[config.mk]
export PLATFORM = sky130hd
export DESIGN_NAME = pc_fetch_unit_flat
export DESIGN_NICKNAME = d
export VERILOG_FILES = /design/src/rtl/pc_fetch_unit_if.sv /design/src/rtl/pc_fetch_unit.sv /design/src/flat_wrapper.sv
export SDC_FILE = /design/constraint.sdc
export NUM_CORES = 1
export LEC_CHECK = 0
export BUFFER_PORTS_ARGS = -buffer_cell sky130_fd_sc_hd__buf_2
export CORE_MARGIN = 4
export CORE_UTILIZATION = 51
export CTS_BUF_LIST = sky130_fd_sc_hd__clkbuf_8
export CTS_CLUSTER_DIAMETER = 120
export DETAILED_ROUTE_END_ITERATION = 10
export PLACE_DENSITY = 0.82
export SLEW_MARGIN = 10
export SYNTH_ARGS = -nofsm -noshare
export SYNTH_HDL_FRONTEND = slang
export SYNTH_SLANG_ARGS = --single-unit
[constraint.sdc]
create_clock -name clk -period 3.74 [get_ports clk]
set_input_delay 0.374 -clock clk [delete_from_list [all_inputs] [get_ports clk]]
set_output_delay 0.374 -clock clk [all_outputs]
set_load 0.02 [all_outputs]
[src/rtl/pc_fetch_unit_if.sv]
// Handshake bundle around the IF-stage fetch unit: redirect input, imem req/gnt/rvalid port,
// and the valid/ready link toward the IF/ID register.
interface pc_fetch_unit_if #(
  parameter int ADDR_W = 32,
  parameter int DATA_W = 32
);
  // Handshake rules: imem_req/imem_addr hold until the cycle imem_gnt is high (request accepted
  // on that edge); exactly one imem_rvalid follows each grant at least one cycle later.
  // if_valid/if_pc/if_instr hold stable until id_ready is high on a rising edge (transfer).
  logic              redirect_vld;
  logic [ADDR_W-1:0] redirect_pc;
  logic              imem_req;
  logic [ADDR_W-1:0] imem_addr;
  logic              imem_gnt;
  logic              imem_rvalid;
  logic [DATA_W-1:0] imem_rdata;
  logic              if_valid;
  logic [ADDR_W-1:0] if_pc;
  logic [DATA_W-1:0] if_instr;
  logic              id_ready;

  modport master (
    input  redirect_vld, redirect_pc, imem_gnt, imem_rvalid, imem_rdata, id_ready,
    output imem_req, imem_addr, if_valid, if_pc, if_instr
  );

  modport slave (
    output redirect_vld, redirect_pc, imem_gnt, imem_rvalid, imem_rdata, id_ready,
    input  imem_req, imem_addr, if_valid, if_pc, if_instr
  );
endinterface

[src/rtl/pc_fetch_unit.sv]
// IF-stage fetch unit: one imem read per PC, presented to IF/ID; handles stalls and redirects.
// Optional FETCH_COUNT_EN adds fetch_cnt, counting instructions accepted by decode.
module pc_fetch_unit #(
  parameter int                ADDR_W   = 32,
  parameter int                DATA_W   = 32,
  parameter logic [ADDR_W-1:0] RESET_PC = '0
) (
  input  logic            clk,
  input  logic            rst,
  pc_fetch_unit_if.master bus,
  output logic [1:0]      dbg_state
`ifdef FETCH_COUNT_EN
  ,
  output logic [31:0]     fetch_cnt
`endif
);

  typedef enum logic [1:0] {
    S_REQ  = 2'd0,
    S_WAIT = 2'd1,
    S_HOLD = 2'd2
  } state_e;

  state_e            state_q, state_d;
  logic [ADDR_W-1:0] pc_q, pc_d;
  logic              drop_q, drop_d;
  logic              if_valid_q, if_valid_d;
  logic [ADDR_W-1:0] if_pc_q, if_pc_d;
  logic [DATA_W-1:0] if_instr_q, if_instr_d;
`ifdef FETCH_COUNT_EN
  logic              handshake;
  logic [31:0]       cnt_q, cnt_d;
`endif

  always_ff @(posedge clk or posedge rst) begin
    if (rst) begin
      state_q    <= S_REQ;
      pc_q       <= RESET_PC;
      drop_q     <= 1'b0;
      if_valid_q <= 1'b0;
      if_pc_q    <= '0;
      if_instr_q <= '0;
`ifdef FETCH_COUNT_EN
      cnt_q      <= '0;
`endif
    end else begin
      state_q    <= state_d;
      pc_q       <= pc_d;
      drop_q     <= drop_d;
      if_valid_q <= if_valid_d;
      if_pc_q    <= if_pc_d;
      if_instr_q <= if_instr_d;
`ifdef FETCH_COUNT_EN
      cnt_q      <= cnt_d;
`endif
    end
  end

  always_comb begin
    state_d    = state_q;
    pc_d       = pc_q;
    drop_d     = drop_q;
    if_valid_d = if_valid_q;
    if_pc_d    = if_pc_q;
    if_instr_d = if_instr_q;
`ifdef FETCH_COUNT_EN
    handshake  = 1'b0;
`endif
    unique case (state_q)
      S_REQ: begin
        if (bus.redirect_vld) pc_d = bus.redirect_pc;
        // A grant alongside a redirect means the stale address was already accepted.
        if (bus.imem_gnt) begin
          state_d = S_WAIT;
          drop_d  = bus.redirect_vld;
        end
      end
      S_WAIT: begin
        if (bus.imem_rvalid) begin
          if (bus.redirect_vld || drop_q) begin
            drop_d  = 1'b0;
            state_d = S_REQ;
          end else begin
            if_instr_d = bus.imem_rdata;
            if_pc_d    = pc_q;
            if_valid_d = 1'b1;
            pc_d       = pc_q + 1'b1;
            state_d    = S_HOLD;
          end
        end else if (bus.redirect_vld) begin
          drop_d = 1'b1;
        end
        if (bus.redirect_vld) pc_d = bus.redirect_pc;
      end
      S_HOLD: begin
        if (bus.redirect_vld) begin
          if_valid_d = 1'b0;
          pc_d       = bus.redirect_pc;
          state_d    = S_REQ;
        end else if (bus.id_ready) begin
          if_valid_d = 1'b0;
          state_d    = S_REQ;
`ifdef FETCH_COUNT_EN
          handshake  = 1'b1;
`endif
        end
      end
      default: state_d = S_REQ;
    endcase
`ifdef FETCH_COUNT_EN
    cnt_d = handshake ? cnt_q + 32'd1 : cnt_q;
`endif
  end

  always_comb begin
    bus.imem_req  = (state_q == S_REQ);
    bus.imem_addr = pc_q;
    bus.if_valid  = if_valid_q;
    bus.if_pc     = if_pc_q;
    bus.if_instr  = if_instr_q;
    dbg_state     = state_q;
`ifdef FETCH_COUNT_EN
    fetch_cnt     = cnt_q;
`endif
  end

endmodule
[src/flat_wrapper.sv]
// flat-port wrapper written by rule: the top's interface ports become plain ports
module pc_fetch_unit_flat 
#(
  parameter int                ADDR_W   = 32,
  parameter int                DATA_W   = 32,
  parameter logic [ADDR_W-1:0] RESET_PC = '0
)
  (clk, rst, dbg_state, bus_redirect_vld, bus_redirect_pc, bus_imem_gnt, bus_imem_rvalid, bus_imem_rdata, bus_id_ready, bus_imem_req, bus_imem_addr, bus_if_valid, bus_if_pc, bus_if_instr);
  pc_fetch_unit_if #(.ADDR_W(ADDR_W), .DATA_W(DATA_W)) bus_i ();
  input  logic clk;
  input  logic rst;
  output logic [1:0] dbg_state;
  input wire logic [$bits(bus_i.redirect_vld)-1:0] bus_redirect_vld;
  input wire logic [$bits(bus_i.redirect_pc)-1:0] bus_redirect_pc;
  input wire logic [$bits(bus_i.imem_gnt)-1:0] bus_imem_gnt;
  input wire logic [$bits(bus_i.imem_rvalid)-1:0] bus_imem_rvalid;
  input wire logic [$bits(bus_i.imem_rdata)-1:0] bus_imem_rdata;
  input wire logic [$bits(bus_i.id_ready)-1:0] bus_id_ready;
  output wire logic [$bits(bus_i.imem_req)-1:0] bus_imem_req;
  output wire logic [$bits(bus_i.imem_addr)-1:0] bus_imem_addr;
  output wire logic [$bits(bus_i.if_valid)-1:0] bus_if_valid;
  output wire logic [$bits(bus_i.if_pc)-1:0] bus_if_pc;
  output wire logic [$bits(bus_i.if_instr)-1:0] bus_if_instr;
  assign bus_i.redirect_vld = bus_redirect_vld;
  assign bus_i.redirect_pc = bus_redirect_pc;
  assign bus_i.imem_gnt = bus_imem_gnt;
  assign bus_i.imem_rvalid = bus_imem_rvalid;
  assign bus_i.imem_rdata = bus_imem_rdata;
  assign bus_i.id_ready = bus_id_ready;
  assign bus_imem_req = bus_i.imem_req;
  assign bus_imem_addr = bus_i.imem_addr;
  assign bus_if_valid = bus_i.if_valid;
  assign bus_if_pc = bus_i.if_pc;
  assign bus_if_instr = bus_i.if_instr;
  pc_fetch_unit #(.ADDR_W(ADDR_W), .DATA_W(DATA_W), .RESET_PC(RESET_PC)) u_core (.clk(clk), .rst(rst), .bus(bus_i), .dbg_state(dbg_state));
endmodule
# [Yosys cells after proc, flatten, opt, wreduce, memory -nomap -nowiden]
# Index checks and enable logic that the tools add are counted.
[classes] add_sub_neg=1 mux=21 n_bitwise=1 n_eq_ne=10 n_reduce_logical=11
[op_table] cell="2-to-1 mux 32 bit" count=4
[op_table] cell="one-hot mux 32 bit (2 select lines)" count=1
[op_table] cell="adder 32 x 1 -> 32 bit, second input constant" count=1
[op_table] cell="AND reduction 4 bit" count=3
[op_table] cell="2-to-1 mux 2 bit" count=5
[op_table] cell="!= test 3 bit, second input constant" count=3
[op_table] cell="2-to-1 mux 1 bit" count=8
[op_table] cell="!= test 2 bit, second input constant" count=3
[op_table] cell="one-hot mux 2 bit (3 select lines)" count=1
[op_table] cell="AND reduction 3 bit" count=2
[op_table] cell="nonzero test 2 bit" count=3
[op_table] cell="one-hot mux 1 bit (2 select lines)" count=2
[op_table] cell="!= test 3 x 2 -> 1 bit, second input constant" count=1
[op_table] cell="equality test 2 x 1 -> 1 bit, second input constant" count=1
[op_table] cell="equality test 2 bit, second input constant" count=1
[op_table] cell="zero test 2 bit" count=1
[op_table] cell="!= test 2 x 1 -> 1 bit, second input constant" count=1
[op_table] cell="OR reduction 2 bit" count=1
[op_table] cell="logical OR 1 bit" count=1
[op_table] cell="inverter 1 bit" count=1
[totals] word_cells=50 inputBits=70 output_inout_bits=100 regBits=100

# [Depth between registers and ports, before layout]
[logic_depth] word_depth=5 depth_mapped=8

# [Least setup slack after synthesis]
# No wires, ideal clock.
[synth_path] kind="register to register" startpoint="register u_core.pc_q[0] (netlist: u_core.bus.imem_addr[0])" endpoint="register u_core.pc_q[26] (netlist: u_core.bus.imem_addr[26])" synth_period_minus_slack_ns=1.940 setup_ns=0.099 path_buffers=0 t_required_ns=3.641 setup_slack_ns=1.800 path_stages_with_launch=7 arrival_ns=1.841 path_cell_list="dfrtp_1 > ha_1 > nand3_1 > or2_1 > nor3_2 > a311oi_1 > a311oi_1"
[synth_via] elab_chain_cells=5
[synth_lines] item="start, declared" line="pc_fetch_unit.sv:25" source="logic [ADDR_W-1:0] pc_q, pc_d;"
[synth_lines] item="start signal, assigned" line="pc_fetch_unit.sv:48" source="pc_q <= pc_d;"
[synth_lines] item="adder 32 x 1 -> 32 bit" line="pc_fetch_unit.sv:87" source="pc_d = pc_q + 1'b1;"
[synth_lines] item="2-to-1 mux 32 bit" line="pc_fetch_unit.sv:80" source="if (bus.redirect_vld || drop_q) begin"
[synth_lines] item="2-to-1 mux 32 bit" line="pc_fetch_unit.sv:79" source="if (bus.imem_rvalid) begin"
[synth_lines] item="2-to-1 mux 32 bit" line="pc_fetch_unit.sv:93" source="if (bus.redirect_vld) pc_d = bus.redirect_pc;"
[synth_lines] item="one-hot mux 32 bit (2 select lines)" line="pc_fetch_unit.sv:69" source="unique case (state_q)"
# Every way passes these cells. The select of a mux whose other input is x is not followed.
# A chain may end at the register's enable or synchronous reset.

# [Final worst setup path]
[layout_path] startpoint="register u_core.state_q[0] (netlist: u_core.dbg_state[0])" endpoint="register u_core.pc_q[28] (netlist: u_core.bus.imem_addr[28])"
[layout_via] elab_chain_cells=4
[layout_lines] item="start, declared" line="pc_fetch_unit.sv:24" source="state_e state_q, state_d;"
[layout_lines] item="start signal, assigned" line="pc_fetch_unit.sv:47" source="state_q <= state_d;"
[layout_lines] item="equality test 2 bit or zero test 2 bit (tied branches)" line="pc_fetch_unit.sv:69"
[layout_lines] item="OR reduction 2 bit (no source line)"
[layout_lines] item="!= test 2 x 1 -> 1 bit (no source line) or nonzero test 2 bit (tied branches)"
[layout_lines] item="AND reduction 4 bit (no source line)"
# Several ways; a longest one is shown, not always the timed one.

==> summary.md <==
| Metric | Value |
|---|---|
| Status | finished, final reports clean |
| CTS Hold Buffers Added | 0 |
| Hold WS | between 0.15 and 0.2 ns |
| Leakage power | just under 3 nW |
| Clk buf depth | 2 |
| Clock sinks | 100 |
| Worst Path Arrival | 2.56 ns |
| DR pass1 iterations | 5 |
| Die extent in x | a little over 100 um |
| Max FO, Critical Path | 26 |
| Total CTS buffers | 9 |
| Final Setup Violations | 0 |
| Site Rows | 34 |
| Initial antenna violation count | 0 |
| Synthesis Warnings | 0 |
| Number of enable flip-flop cells after synthesis | 0 |
| Net count, final | about 770 |
| Top-count cell post-synth | nand2_1 |
| Post-DRT Antenna Nets | 0 |
| Worst-Margin Slew | roughly 1.0 ns |
| Crit-path slowest cell | o21ai_2 |
| Fillers | approximately 760 |
| Initial core utilization | 0.528 |
| Share of cells above drive strength 1 | 0.285 |
| Required @ worst endpoint | slightly below 4 ns |
| Post_cts resized | 0 |
| DIE HEIGHT | ~100 um |
| Gr ovfl total | 0 |
| PortBufs | around 170 |
| Critical Path Start Type | flop |
| Synth cell types | 50 |
| Routed WL | 12800 um |
| Core Footprint | 0.00881 sq mm |
| CTS clk-pin slew, worst paths | roughly 0.1 ns |
| Largest net degree at the start of global routing | 75 |
| CP startpoint | u_core.dbg_state[0]$_DFFE_PP0P_ |
| # DRC | 0 |
| Hold WC Path Type | in -> async |
| Max-cap check violation count | 0 |
| Maximum VDD drop | approximately 0.45 mV |
| Clock Skews | 0.0136 ns |
| CTS root buf | clkbuf_8 |
| GP Congestion | between 0.8 and 0.9 |
| Worst skew pair latency | between 0.3 and 0.4 ns |
| Synth Register Bits | 100 |
| Cell types occupying the most area after synthesis | dfrtp_1 (54%), nand2_1 (17%), a21oi_1 (3.0%), nor2_1 (2.3%), o21ai_0 (2.3%) |
| Avg WL per Cell | 15.8 um |
| Period utilisation layout | 0.621 |
| Top_reg_cell synth | dfrtp_1 |
| Post-synthesis cell count | around 550 |
| Worst R2R Start | u_core.dbg_state[0]$_DFFE_PP0P_ |
| FMAX | about 0.43 GHz |
| Fin. Hold Viols | 0 |
| Setup bufs post-CTS | 0 |
| Die area | between 0.01 and 0.015 sq mm |
| Pwr/cell area | a little under 900 mW/mm^2 |
| First-pass GRT wire length | 21100 um |
| FF+latch area | about 0.0025 sq mm |
| Post-synth top cells | nand2_1 (213), dfrtp_1 (100), nor2_1 (29) |
| Via count | about 4500 |
| Fraction of registers with async set/reset | 1.00 |
| Initial DRC Count | 314 |
| H-tree depth | 3 |
| Worst-path cell chain | and3b_1 > o21ai_2 > nor2_1 > a311oi_1 > nor3_1 |
| Crit. End Element | flop |
| Post-synthesis net count | a little over 600 |
| DP Wirelength | 8830 um |
| CTS tree | yes |
| Post-Syn Area | about 0.0047 sq mm |
| Synth Area per Inst | roughly 8.5 sq um |
| Drt via density | 5.59 |
| Max incr delay on CP | 0.79 ns |
| Seq/Total Area, Yosys | 0.538 |
| Synth top area share | 0.538 |
| RSZ-0062 raised after global routing | no |
| Slew margin rel. | 0.324 |
| Growth of design area from synthesis to finish | 23.0% |
| Crit path time final | approximately 2.3 ns |
| Synth area leader | dfrtp_1 |
| Post-route setup TNS | 0 ns |
| Num ports | 170 |
| Worst setup path class | reg -> reg |
| Area of the multi-input gates | around 0.0020 sq mm |
| Max Slew Vio Count | 0 |
| All-layer global routing usage | 0.236 |
| Number of global-route vias before repair | between 4000 and 5000 |
| Antenna cells | 0 |
-- layout make-up --
cell class              count  area share
clock inverters             5     0.00940
repair buffers            174       0.154
multi-input cells         407       0.350
clock buffers              10      0.0240
well taps                 108      0.0236
inverters                   2     0.00175
flip-flops and latches    100       0.437
-- routing by layer --
layer | wire length (um) | vias up | track usage
li1 | - | 2150 | -
met1 | 5350 | 2122 | 0.301
met2 | 6210 | 209 | 0.398
met3 | 1000 | 25 | 0.0585
met4 | 198 | 0 | 0.0760
met5 | 0 | - | 0
-- power breakdown --
group,switching [mW],internal (mW),leakage [nW]
combinational,1.46,0.764,1.64
sequential,0.479,1.58,1.21
clock,0.377,0.321,0.0956
total,2.31,2.67,2.95
-- per-stage QoR --
stage	total power, mW	instance area [sq um]	instances	utilization	setup slack, ns
floorplan	3.47	4650	546	-	0.747
detailed placement	4.31	5530	791	0.628	1.47
global placement	4.23	5530	791	0.628	1.60
global route	5.32	5720	806	0.650	1.24
CTS	5.00	5720	806	0.650	1.47
finish	4.98	5720	806	0.650	1.42
-- layout by cell type, fill, tap and decap left out, drive strengths merged, types with 2 or more instances in the layout --
master / count
o311a: 2
o22ai: 8
nor3: 15
buf: 174
a311oi: 7
nand4: 9
a31oi: 2
nor4: 4
nand2b: 2
and3: 9
o31a: 2
o21a: 2
inv: 3
o21ai: 21
nand2: 213
nor2: 30
and4: 4
nand3: 17
a21oi: 28
or3: 5
dfrtp: 100
clkinvlp: 2
a2bb2oi: 7
o22a: 3
clkbuf: 10
and2: 2
-- registers in the layout, summed over array words and instances, names as in the netlist --
signal and flops:
u_core.bus.if_pc 32, u_core.bus.imem_addr 32, u_core.bus.if_valid 1, u_core.dbg_state 2
u_core.bus.if_instr 32, u_core.drop_q 1
-- kinds of logic (layout without fill, tap and decap cells) --
group,Yosys count,after routing,synth area share
multiplexers,1,1,0.00215
flip-flops,100,100,0.538
adder cells (fa/ha/maj),1,1,0.00269
AO/OA/AOI/OAI,90,90,0.124
buffers and inverters,39,191,0.0355
AND/OR/NAND/NOR,315,315,0.298
-- path summary, 6_finish.rpt --
path / cells past startpoint / end / slack, ns
worst max-delay path: 5 / u_core.bus.imem_addr[28]$_DFFE_PP0P_ / 1.42
worst min-delay path: 2 / u_core.bus.if_instr[15]$_DFFE_PP0P_ / 0.20
worst max register to register: 5 / u_core.bus.imem_addr[28]$_DFFE_PP0P_ / 1.42
worst min register to register: 2 / u_core.bus.if_instr[19]$_DFFE_PP0P_ / 0.48
max in group asynchronous: 3 / u_core.bus.if_pc[1]$_DFFE_PP0P_ / 2.60
min in group clk: 3 / u_core.bus.if_instr[19]$_DFFE_PP0P_ / 0.20
-- critical path, delay by kind of cell (launching register included) --
kind	cells	cell delay, ns
AOI/OAI and AO/OA	2	1.14
and+or+nand+nor	3	0.57
DFF	1	0.48
(Power assumes the default switching activity.)
